`src/rtl/param_sp_ram_pkg.sv`:
```
// ============================================================================
// Module  : param_sp_ram_pkg
// Brief   : Shared constants and types for the parametrised single-port RAM.
// Rev     : 1.0  initial release
// ============================================================================
`default_nettype none

package param_sp_ram_pkg;

  localparam int RDW_WRITE_FIRST = 0;
  localparam int RDW_READ_FIRST  = 1;
  localparam int RDW_NO_CHANGE   = 2;

  typedef enum logic [0:0] {
    ST_CLEAR = 1'b0,
    ST_READY = 1'b1
  } ram_state_t;

endpackage

`default_nettype wire

```
`src/rtl/param_sp_ram_clear_ctrl.sv`:
```
// ============================================================================
// Module  : param_sp_ram_clear_ctrl
// Brief   : Post-reset clear sequencer; walks every word once, then flags ready.
// Rev     : 1.0  initial release
// ============================================================================
`default_nettype none

module param_sp_ram_clear_ctrl
  import param_sp_ram_pkg::*;
#(
  parameter int ADDR_WIDTH = 6,
  parameter int DEPTH      = 64,
  parameter int INIT_CLEAR = 1
) (
  input  logic                  clk,
  input  logic                  rst,
  output logic                  clear_we,
  output logic [ADDR_WIDTH-1:0] clear_addr,
  output logic                  ready
);

  localparam logic [ADDR_WIDTH-1:0] LAST_ADDR   = ADDR_WIDTH'(DEPTH - 1);
  localparam ram_state_t            RESET_STATE = (INIT_CLEAR != 0) ? ST_CLEAR : ST_READY;

  ram_state_t            state_q, state_d;
  logic [ADDR_WIDTH-1:0] cnt_q, cnt_d;
  logic                  ready_q, ready_d;

  // ready trails the state by one edge so the last clear write has landed.
  always_comb begin
    state_d = state_q;
    cnt_d   = cnt_q;
    ready_d = (state_q == ST_READY);
    if (state_q == ST_CLEAR) begin
      if (cnt_q == LAST_ADDR) begin
        state_d = ST_READY;
        cnt_d   = '0;
      end else begin
        cnt_d = cnt_q + ADDR_WIDTH'(1);
      end
    end
  end

  always_ff @(posedge clk or posedge rst) begin
    if (rst) begin
      state_q <= RESET_STATE;
      cnt_q   <= '0;
      ready_q <= 1'b0;
    end else begin
      state_q <= state_d;
      cnt_q   <= cnt_d;
      ready_q <= ready_d;
    end
  end

  assign clear_we   = (state_q == ST_CLEAR);
  assign clear_addr = cnt_q;
  assign ready      = ready_q;

endmodule

`default_nettype wire

```
`src/rtl/param_sp_ram.sv`:
```
// ============================================================================
// Module  : param_sp_ram
// Brief   : Parametrised single-port RAM with byte lanes, RDW modes and clear.
// Rev     : 1.0  initial release
// ============================================================================
`default_nettype none

module param_sp_ram
  import param_sp_ram_pkg::*;
#(
  parameter int                    DATA_WIDTH  = 8,
  parameter int                    ADDR_WIDTH  = 6,
  parameter int                    DEPTH       = 2**ADDR_WIDTH,
  parameter int                    RDW_MODE    = 0,
  parameter int                    OUT_REG     = 0,
  parameter int                    INIT_CLEAR  = 1,
  parameter logic [DATA_WIDTH-1:0] CLEAR_VALUE = '0
) (
  input  logic                    clk,
  input  logic                    rst,
  input  logic [DATA_WIDTH-1:0]   data,
  input  logic [ADDR_WIDTH-1:0]   addr,
  input  logic                    we,
  input  logic [DATA_WIDTH/8-1:0] be,
  input  logic                    re,
  output logic [DATA_WIDTH-1:0]   q,
  output logic                    q_valid,
  output logic                    ready
);

  localparam int                  LANES   = DATA_WIDTH / 8;
  localparam logic [ADDR_WIDTH:0] DEPTH_W = (ADDR_WIDTH + 1)'(DEPTH);

  if (DATA_WIDTH % 8 != 0) begin : g_chk_width
    $error("param_sp_ram: DATA_WIDTH must be a multiple of 8");
  end
  if (DEPTH < 1 || DEPTH > 2**ADDR_WIDTH) begin : g_chk_depth
    $error("param_sp_ram: DEPTH must be in 1..2**ADDR_WIDTH");
  end
  if (RDW_MODE > 2) begin : g_chk_rdw
    $error("param_sp_ram: RDW_MODE must be 0, 1 or 2");
  end

  logic                  clear_we;
  logic [ADDR_WIDTH-1:0] clear_addr;

  param_sp_ram_clear_ctrl #(
    .ADDR_WIDTH (ADDR_WIDTH),
    .DEPTH      (DEPTH),
    .INIT_CLEAR (INIT_CLEAR)
  ) u_clear_ctrl (
    .clk        (clk),
    .rst        (rst),
    .clear_we   (clear_we),
    .clear_addr (clear_addr),
    .ready      (ready)
  );

  logic [DATA_WIDTH-1:0] mem_q [DEPTH];
  logic [DATA_WIDTH-1:0] lane_mask;
  logic [DATA_WIDTH-1:0] old_word;
  logic [DATA_WIDTH-1:0] merged_word;
  logic                  in_range;
  logic                  wr_en;
  logic [ADDR_WIDTH-1:0] wr_addr;
  logic [DATA_WIDTH-1:0] wr_word;
  logic [DATA_WIDTH-1:0] rd_q, rd_d;
  logic                  rv_q, rv_d;

  for (genvar i = 0; i < LANES; i++) begin : g_lane
    assign lane_mask[8*i +: 8] = {8{be[i]}};
  end

  assign in_range    = ({1'b0, addr} < DEPTH_W);
  assign old_word    = in_range ? mem_q[addr] : '0;
  assign merged_word = (old_word & ~lane_mask) | (data & lane_mask);

  // Clear writes own the port until ready; user writes are gated by ready.
  always_comb begin
    wr_en   = 1'b0;
    wr_addr = addr;
    wr_word = merged_word;
    if (clear_we) begin
      wr_en   = 1'b1;
      wr_addr = clear_addr;
      wr_word = CLEAR_VALUE;
    end else if (ready && we && in_range && (|be)) begin
      wr_en = 1'b1;
    end
  end

  always_ff @(posedge clk) begin
    if (wr_en) begin
      mem_q[wr_addr] <= wr_word;
    end
  end

  always_comb begin
    rd_d = rd_q;
    rv_d = 1'b0;
    if (ready && re && !(we && RDW_MODE == RDW_NO_CHANGE)) begin
      rv_d = 1'b1;
      if (!in_range) begin
        rd_d = '0;
      end else if (we && RDW_MODE == RDW_WRITE_FIRST) begin
        rd_d = merged_word;
      end else begin
        rd_d = old_word;
      end
    end
  end

  always_ff @(posedge clk or posedge rst) begin
    if (rst) begin
      rd_q <= '0;
      rv_q <= 1'b0;
    end else begin
      rd_q <= rd_d;
      rv_q <= rv_d;
    end
  end

  if (OUT_REG != 0) begin : g_out_reg
    logic [DATA_WIDTH-1:0] q2_q, q2_d;
    logic                  v2_q, v2_d;

    always_comb begin
      q2_d = rv_q ? rd_q : q2_q;
      v2_d = rv_q;
    end

    always_ff @(posedge clk or posedge rst) begin
      if (rst) begin
        q2_q <= '0;
        v2_q <= 1'b0;
      end else begin
        q2_q <= q2_d;
        v2_q <= v2_d;
      end
    end

    assign q       = q2_q;
    assign q_valid = v2_q;
  end else begin : g_no_out_reg
    assign q       = rd_q;
    assign q_valid = rv_q;
  end

endmodule

`default_nettype wire
```
`config.mk`:
```
export PLATFORM = sky130hd
export DESIGN_NAME = param_sp_ram
export DESIGN_NICKNAME = d
export VERILOG_FILES = /design/src/rtl/param_sp_ram_pkg.sv /design/src/rtl/param_sp_ram_clear_ctrl.sv /design/src/rtl/param_sp_ram.sv
export SDC_FILE = /design/constraint.sdc
export NUM_CORES = 1
export LEC_CHECK = 0
export ABC_AREA = 1
export BUFFER_PORTS_ARGS = -buffer_cell sky130_fd_sc_hd__buf_2
export CORE_ASPECT_RATIO = 1.2
export CORE_MARGIN = 3
export CORE_UTILIZATION = 40
export CTS_CLUSTER_SIZE = 10
export DETAILED_ROUTE_END_ITERATION = 6
export PLACE_DENSITY = 0.58
export SETUP_SLACK_MARGIN = 0.1
export SLEW_MARGIN = 20
export SYNTH_ARGS = -nofsm -noshare
export SYNTH_HDL_FRONTEND = slang
export SYNTH_SLANG_ARGS = --single-unit
```
`constraint.sdc`:
```
create_clock -name clk -period 4.2 [get_ports clk]
set_input_delay 0.42 -clock clk [delete_from_list [all_inputs] [get_ports clk]]
set_output_delay 0.42 -clock clk [all_outputs]
set_load 0.01 [all_outputs]
```
=== Word-level counts from Yosys, hierarchy flattened ===
Memories as Yosys holds them, arrays and structs flattened.
Index checks and enable logic that the tools add are counted.

* Register bits: 17
* Bits in latches: 0
* Memory bits (writable): 512
* Memory bits (read-only): 0
* Output and inout port bits: 10
* Memories kept: 1

* Add/sub/neg operators: 1
* Multiply operators: 0
* Div/mod/pow operators: 0
* Magnitude comparators: 0
* Equality and inequality tests: 1
* Shifts and indexed selects: 0
* Multiplexer cells: 11
* Bitwise logic cells: 4
* Reduce and logical (&&, ||, !) cells: 3

{| class="wikitable"
|+ Memories
! memory !! depth !! width !! rd ports !! clocked after memory_dff !! wr ports !! RTL line !! source
|-
| mem_q || 64 || 8 || 1 || 0 || 1 || param_sp_ram.sv:59 || <nowiki>logic [DATA_WIDTH-1:0] mem_q [DEPTH];</nowiki>
|}

{| class="wikitable"
|+ Operator list
! cell !! count
|-
| 8-bit AND || 2
|-
| 8-bit two-way mux || 2
|-
| 6-bit two-way mux || 2
|-
| 8-bit inverter || 1
|-
| 8-bit bitwise OR || 1
|-
| 1-bit two-way mux || 7
|-
| 6-bit by 1-bit adder with 6-bit output (second input constant) || 1
|-
| 6-bit equality test (second input constant) || 1
|-
| 1-bit logical AND || 3
|}

=== Logic depth before layout (Yosys ltp) ===
* Depth in word-level cells: 6
* Mapped depth: 14
* Depth with buffers taken out: 11

=== Cells and area by module ===
Synthesis repeated with hierarchy kept, for this count alone.

* Cell total of the unflattened synthesis: 1,953
* Area total of the unflattened synthesis: 22,185.0 µm²

{| class="wikitable"
|+ By module, submodules not included
! module !! instances !! cells each !! area an instance (µm²) !! sequential area each (µm²)
|-
| param_sp_ram || 1 || 1,914 || 21,827.2 || 15,600.0
|-
| param_sp_ram_clear_ctrl || 1 || 39 || 357.8 || 200.2
|}

=== Worst setup path after synthesis ===
Ideal clock, no wire load.

* Path kind: input-to-reg
* Start: input port addr[0]
* End: memory mem_q[0][0] (data pin)
* Library setup time: 0.343 ns
* Data arrival time: 2.135 ns
* Slack: 1.722 ns
* Cell stages on the path: 14
* Path buffers: 3
* Path through: buf_6 > inv_4 > buf_6 > buf_6 > nand2_1 > nand3_1 > nand3_1 > nand2_1 > nand2_1 > nand3_1 > nand3_1 > nand3_1 > nand2_1 > inv_1

* Longest elaborated chain between the ends: 4

{| class="wikitable"
|+ RTL lines
! element !! RTL line !! source
|-
| start: declaration || param_sp_ram.sv:22 || <nowiki>input logic [ADDR_WIDTH-1:0] addr,</nowiki>
|-
| memory read 64 x 8 bit || -- ||
|-
| 8-bit AND || param_sp_ram.sv:76 || <nowiki>assign merged_word = (old_word & ~lane_mask) | (data & lane_mask);</nowiki>
|-
| 8-bit bitwise OR || param_sp_ram.sv:76 ||
|-
| 8-bit two-way mux || param_sp_ram.sv:83 || <nowiki>if (clear_we) begin</nowiki>
|-
| via wr_word[0] || param_sp_ram.sv:66 || <nowiki>logic [DATA_WIDTH-1:0] wr_word;</nowiki>
|-
| end: declaration || param_sp_ram.sv:59 ||
|}

The timed path passes the listed nets, and every way through them passes these cells.

=== Worst setup path after layout ===
* Start: register u_clear_ctrl.state_q (netlist: u_clear_ctrl.ready_d)
* End: memory mem_q[20][0] (enable)

* Longest elaborated chain between the ends: 3
* Elaborated cells on any way between the ends: 4

{| class="wikitable"
|+ RTL lines
! element !! RTL line !! source
|-
| start: declaration || param_sp_ram_clear_ctrl.sv:25 || <nowiki>ram_state_t state_q, state_d;</nowiki>
|-
| start signal: assignment || param_sp_ram_clear_ctrl.sv:50 || <nowiki>state_q <= state_d;</nowiki>
|-
| 1-bit two-way mux || param_sp_ram.sv:83 ||
|-
| 1-bit two-way mux || param_sp_ram.sv:93 || <nowiki>if (wr_en) begin</nowiki>
|-
| 1-bit two-way mux (implied by the code) || param_sp_ram.sv:94 || <nowiki>mem_q[wr_addr] <= wr_word;</nowiki>
|}

Several ways; a longest one is shown, not always the timed one.

==> results by stage <==
Run status:
- The run finished with clean final reports.

Clock tree:
- For this design, the sink count on the clock tree is 529.
- TritonCTS created 59 clock buffers.
- The TritonCTS clock tree is built.
- No sink is reached through more buffers than the 3 on the longest clock path.
- The clock root buffer master is sky130_fd_sc_hd__clkbuf_16.
- Clock latency on the worst-skew pair, taken at its later pin, is 0.61 ns.
- The total number of H-tree levels is 2.
- The clock-pin slew on the worst setup and hold paths is 0.05 ns.
- Buffers added to address setup during post-CTS repair amount to 0.
- The number of gates resized after cts is 0.

Drt:
- The routed layout has 14.6k vias.
- For this block, the initial DRC count from the detailed router was 1393.
- The length of routed wiring on met1 is 24.0 mm.
- The first-pass detailed-route iteration total is 5.
- The mean number of vias per cell is 5.30.
- After detailed routing, the number of remaining DRC violations is 0.
- Summed over all layers, the routed wires come to 59.2 mm.
- The post-detailed-route count of antenna-violating nets is 0.
- Wire segments on met3 add up to 3.13 mm in the final route.
- The average wire per standard cell is 21.4 µm.
- The routed design uses 29.6 mm of met2 wire.
- The top routing layer in use is met4.

Timing:
- The count of pins over their slew limit was 0.
- The total count of hold-check failures in the final report is 0.
- The relative slew slack is 46.3%.
- At the pin with the least slew margin, the transition time is 0.804 ns.
- Subtracting the final worst setup slack from the clock period gives 2.82 ns.
- The number of endpoints failing setup at the final stage is 0.
- The clock skew after layout is 0.0283 ns.
- Setup slack closes at 1.38 ns.
- The timing-limited maximum frequency is 0.355 GHz.
- Final hold analysis gives a worst-case slack of 0.189 ns.
- The final sum of negative setup slack is 0 ns.
- Of the available clock period, the critical path in the final layout requires 67.1%.
- Setup repair after global routing left no endpoint under its margin.

Global routing:
- The largest net degree at the start of global routing is 129.
- The first-pass GRT wire length is 89.9 mm.
- The number of global-route vias before repair is 14.1k.
- The initial antenna violation count is 1.
- The total track usage is 20.5%.
- The overall overflow remaining after global route is 0.

Cells and area:
- The finished cells cover 25000 µm².
- The total number of nets in the final design is 2041.
- The relative area change from synthesis to final layout is 13.4%.
- The post-route netlist has 10.3% of its cells at a drive strength greater than 1.
- The multi-input combinational cells in the finished layout cover a total of 5370 µm².
- At the end of the flow the core is filled with cells to 46.2%.
- The number of standard cells in the final layout excluding fillers is 2762.
- Across the whole layout, storage elements account for 15800 µm².
- The filler cells instantiated in the layout total 4940.

Synthesis:
- Of all cell types, the one taking the most synthesized area is sky130_fd_sc_hd__edfxtp_1.
- For this run, the number of Yosys warnings is 0.
- After Yosys synthesis, full adders, half adders and majority gates account for 0.0568% of the synthesized area.
- After technology mapping, the gate count stands at 1940.
- The mux cell area share after synthesis is 0%.
- The complex-gate fraction of the synthesized area is 0.613%.
- The number of storage elements in the synthesis netlist is 529.
- Synthesis produced a netlist with a net count of 1960.
- The top cell type by area accounts for 69.7% of the synthesized area.
- The number of distinct standard cells referenced by the synthesized netlist is 24.
- Ranked by total cell area, the synthesized netlist is headed by sky130_fd_sc_hd__edfxtp_1 70%, sky130_fd_sc_hd__nand2_1 12%, sky130_fd_sc_hd__nand3_1 10%.
- The synthesized netlist devotes 23.6% of its cell area to simple gates.
- The dominant combinational cell family by area after synthesis is simple AND/OR/NAND/NOR gates.
- After synthesis, the mean cell area works out to 11.4 µm².
- The share of the yosys chip area belonging to registers is 71.7%.
- In this run the cell area of the synthesized design comes to 22000 µm².
- Summing the areas of all xor and xnor instances in the mapped netlist gives 0.0795% of the synthesized area.

Pwr:
- The worst supply voltage drop on vdd is 0.353 mV.
- For this design the static power due to leakage is 9.11 nW.
- The sequential cell fraction of total power is 52.8%.
- The clock network accounts for 41.7% of the total power.
- The total design power is 10.8 mW.
- The net switching share of the total power is 21.8%.
- Combinational logic burns 5.5% of the power.
- Summed over all nets, the switching power comes to 2.36 mW.
- The internal power of the cells is 8.43 mW.
- In this run the power density over the cells is 432 nW/µm².

Floorplanning:
- The die covers 58000 µm².
- The die outline height is 263 µm.
- In this run the count of I/O pins placed on the die edge is 29.
- The core region is 54100 µm².
- The floorplan has 93 rows.
- The initial utilization of the core area, before any placement, comes to 40.7%.
- Measured along the x axis, the die boundary spans 220 µm.

Critical path:
- The most repeated library cell on the critical path is sky130_fd_sc_hd__nor2_1.
- STA classifies the critical path startpoint as a flop.
- The flop-to-flop setup slack is 1.38 ns.
- At the worst endpoint, the required time is 4.49 ns.
- STA classifies the critical path endpoint as a flop.
- On the critical path the largest part of the delay comes from simple AND/OR/NAND/NOR gates.
- The category of the most critical setup path is reg -> reg.
- Together, buffers and inverters on the worst path number 1.
- The cell with the biggest individual delay on the critical path is sky130_fd_sc_hd__dfrtp_1.
- The data arrival time of the critical path is 3.11 ns.
- The highest net fanout along the worst path is 20.
- In this design, the stage delay of the slowest critical-path cell is 0.73 ns.
- Walking the worst path, the cells encountered are nor2_1 -> a21oi_2 -> nand4_1 -> nor2_1 -> buf_4.

Flow run:
- The tool flagged a number of max-cap violations equal to 0.

Place:
- The number of buffer cells added on primary ports is 28.
- The placed instance area is 23400 µm².
- Before CTS, the worst setup slack after placement is 0.948 ns.
- The number of placed instances, taps included is 2671.
- Detailed placement finished with a half-perimeter wire length of 35.6 mm.
- The global placement routability congestion is 0.906.

Worst hold path:
- The path class of the tightest hold or removal check is in -> reg.
-- synthesized netlist by cell type, drive strengths merged --
cell    count
o22ai       1
a21oi      19
xor2        2
clkbuf     10
buf       105
ha          1
dfrtp      17
nand4       8
nand2     694
o21ai       6
edfxtp    512
nand3     452
nor2       75
clkinv      2
inv        36
-- worst register-to-register path, delay by kind of cell (launching register included) --
| family | cells | cell delay, ns |
|---|---|---|
| buf+inv | 1 | 0.28 |
| compound gates | 1 | 0.26 |
| flops | 1 | 0.73 |
| simple gates | 3 | 1.22 |
-- final timing paths --
check,start,end,cells past startpoint
setup / recovery,u_clear_ctrl.ready_d,mem_q[20][0],5
hold / removal,data[4],q[4],5
setup reg to reg,u_clear_ctrl.ready_d,mem_q[20][0],5
hold reg to reg,q[7],q[7],2
max in group asynchronous,rst,q[1],3
min in group asynchronous,rst,q[4],3
-- area by class of cell --
| type | count | share of cell area [%] |
|---|---|---|
| diodes | 1 | 0.0100 |
| clock buffers | 87 | 6.37 |
| clock inverters | 2 | 0.0651 |
| inverters | 38 | 0.611 |
| multi-input cells | 1258 | 21.5 |
| flip-flops and latches | 529 | 63.2 |
| well taps | 712 | 3.56 |
| repair buffers | 135 | 4.72 |
-- per-layer routing --
metal	GRT usage (%)	up-vias
li1	-	6892
met1	26.8	7173
met2	34.5	473
met3	3.08	106
met4	7.80	0
met5	0	-
-- cells by family (layout without fill, tap and decap cells) --
group | Yosys count | in the layout
adder cells (fa/ha/maj) | 1 | 1
flip-flops | 529 | 529
other | 0 | 1
XOR/XNOR | 2 | 2
buffers and inverters | 153 | 262
AND/OR/NAND/NOR | 1229 | 1229
AO/OA/AOI/OAI | 26 | 26
-- registers in the layout, indices dropped and copies added, names as in the netlist --
register and cells:
q_valid 1, mem_q 512, u_clear_ctrl.ready_d 1, u_clear_ctrl.ready 1, q 8, u_clear_ctrl.clear_addr 6
-- what timing repair did --
| action | CTS | global route |
|---|---|---|
| hold endpoints to repair | 17 | 0 |
| hold buffers | 1 | 0 |
| setup endpoints to repair | 0 | 0 |
-- power by group through the flow --
| stage | Sequential [mW] | Combinational (mW) | Clock [mW] |
|---|---|---|---|
| after detailed placement | 5.81 | 0.587 | 0 |
| after CTS | 5.70 | 0.590 | 4.59 |
| final | 5.70 | 0.589 | 4.50 |
| after global placement | 5.81 | 0.582 | 0 |
| after floorplan | 5.81 | 0.404 | 0 |
| after global routing | 5.70 | 0.652 | 4.79 |
-- cells in the final DEF, fill, tap and decap left out, types with 11 or more instances in the layout --
| cell | count |
|---|---|
| sky130_fd_sc_hd__edfxtp_1 | 512 |
| sky130_fd_sc_hd__inv_2 | 11 |
| sky130_fd_sc_hd__nand2_1 | 693 |
| sky130_fd_sc_hd__inv_1 | 23 |
| sky130_fd_sc_hd__clkbuf_1 | 27 |
| sky130_fd_sc_hd__nor2_1 | 75 |
| sky130_fd_sc_hd__buf_12 | 18 |
| sky130_fd_sc_hd__nand3_1 | 452 |
| sky130_fd_sc_hd__clkbuf_16 | 59 |
| sky130_fd_sc_hd__buf_4 | 89 |
| sky130_fd_sc_hd__dfrtp_1 | 17 |
| sky130_fd_sc_hd__buf_2 | 26 |
| sky130_fd_sc_hd__a21oi_1 | 18 |
(Power assumes the default switching activity.)
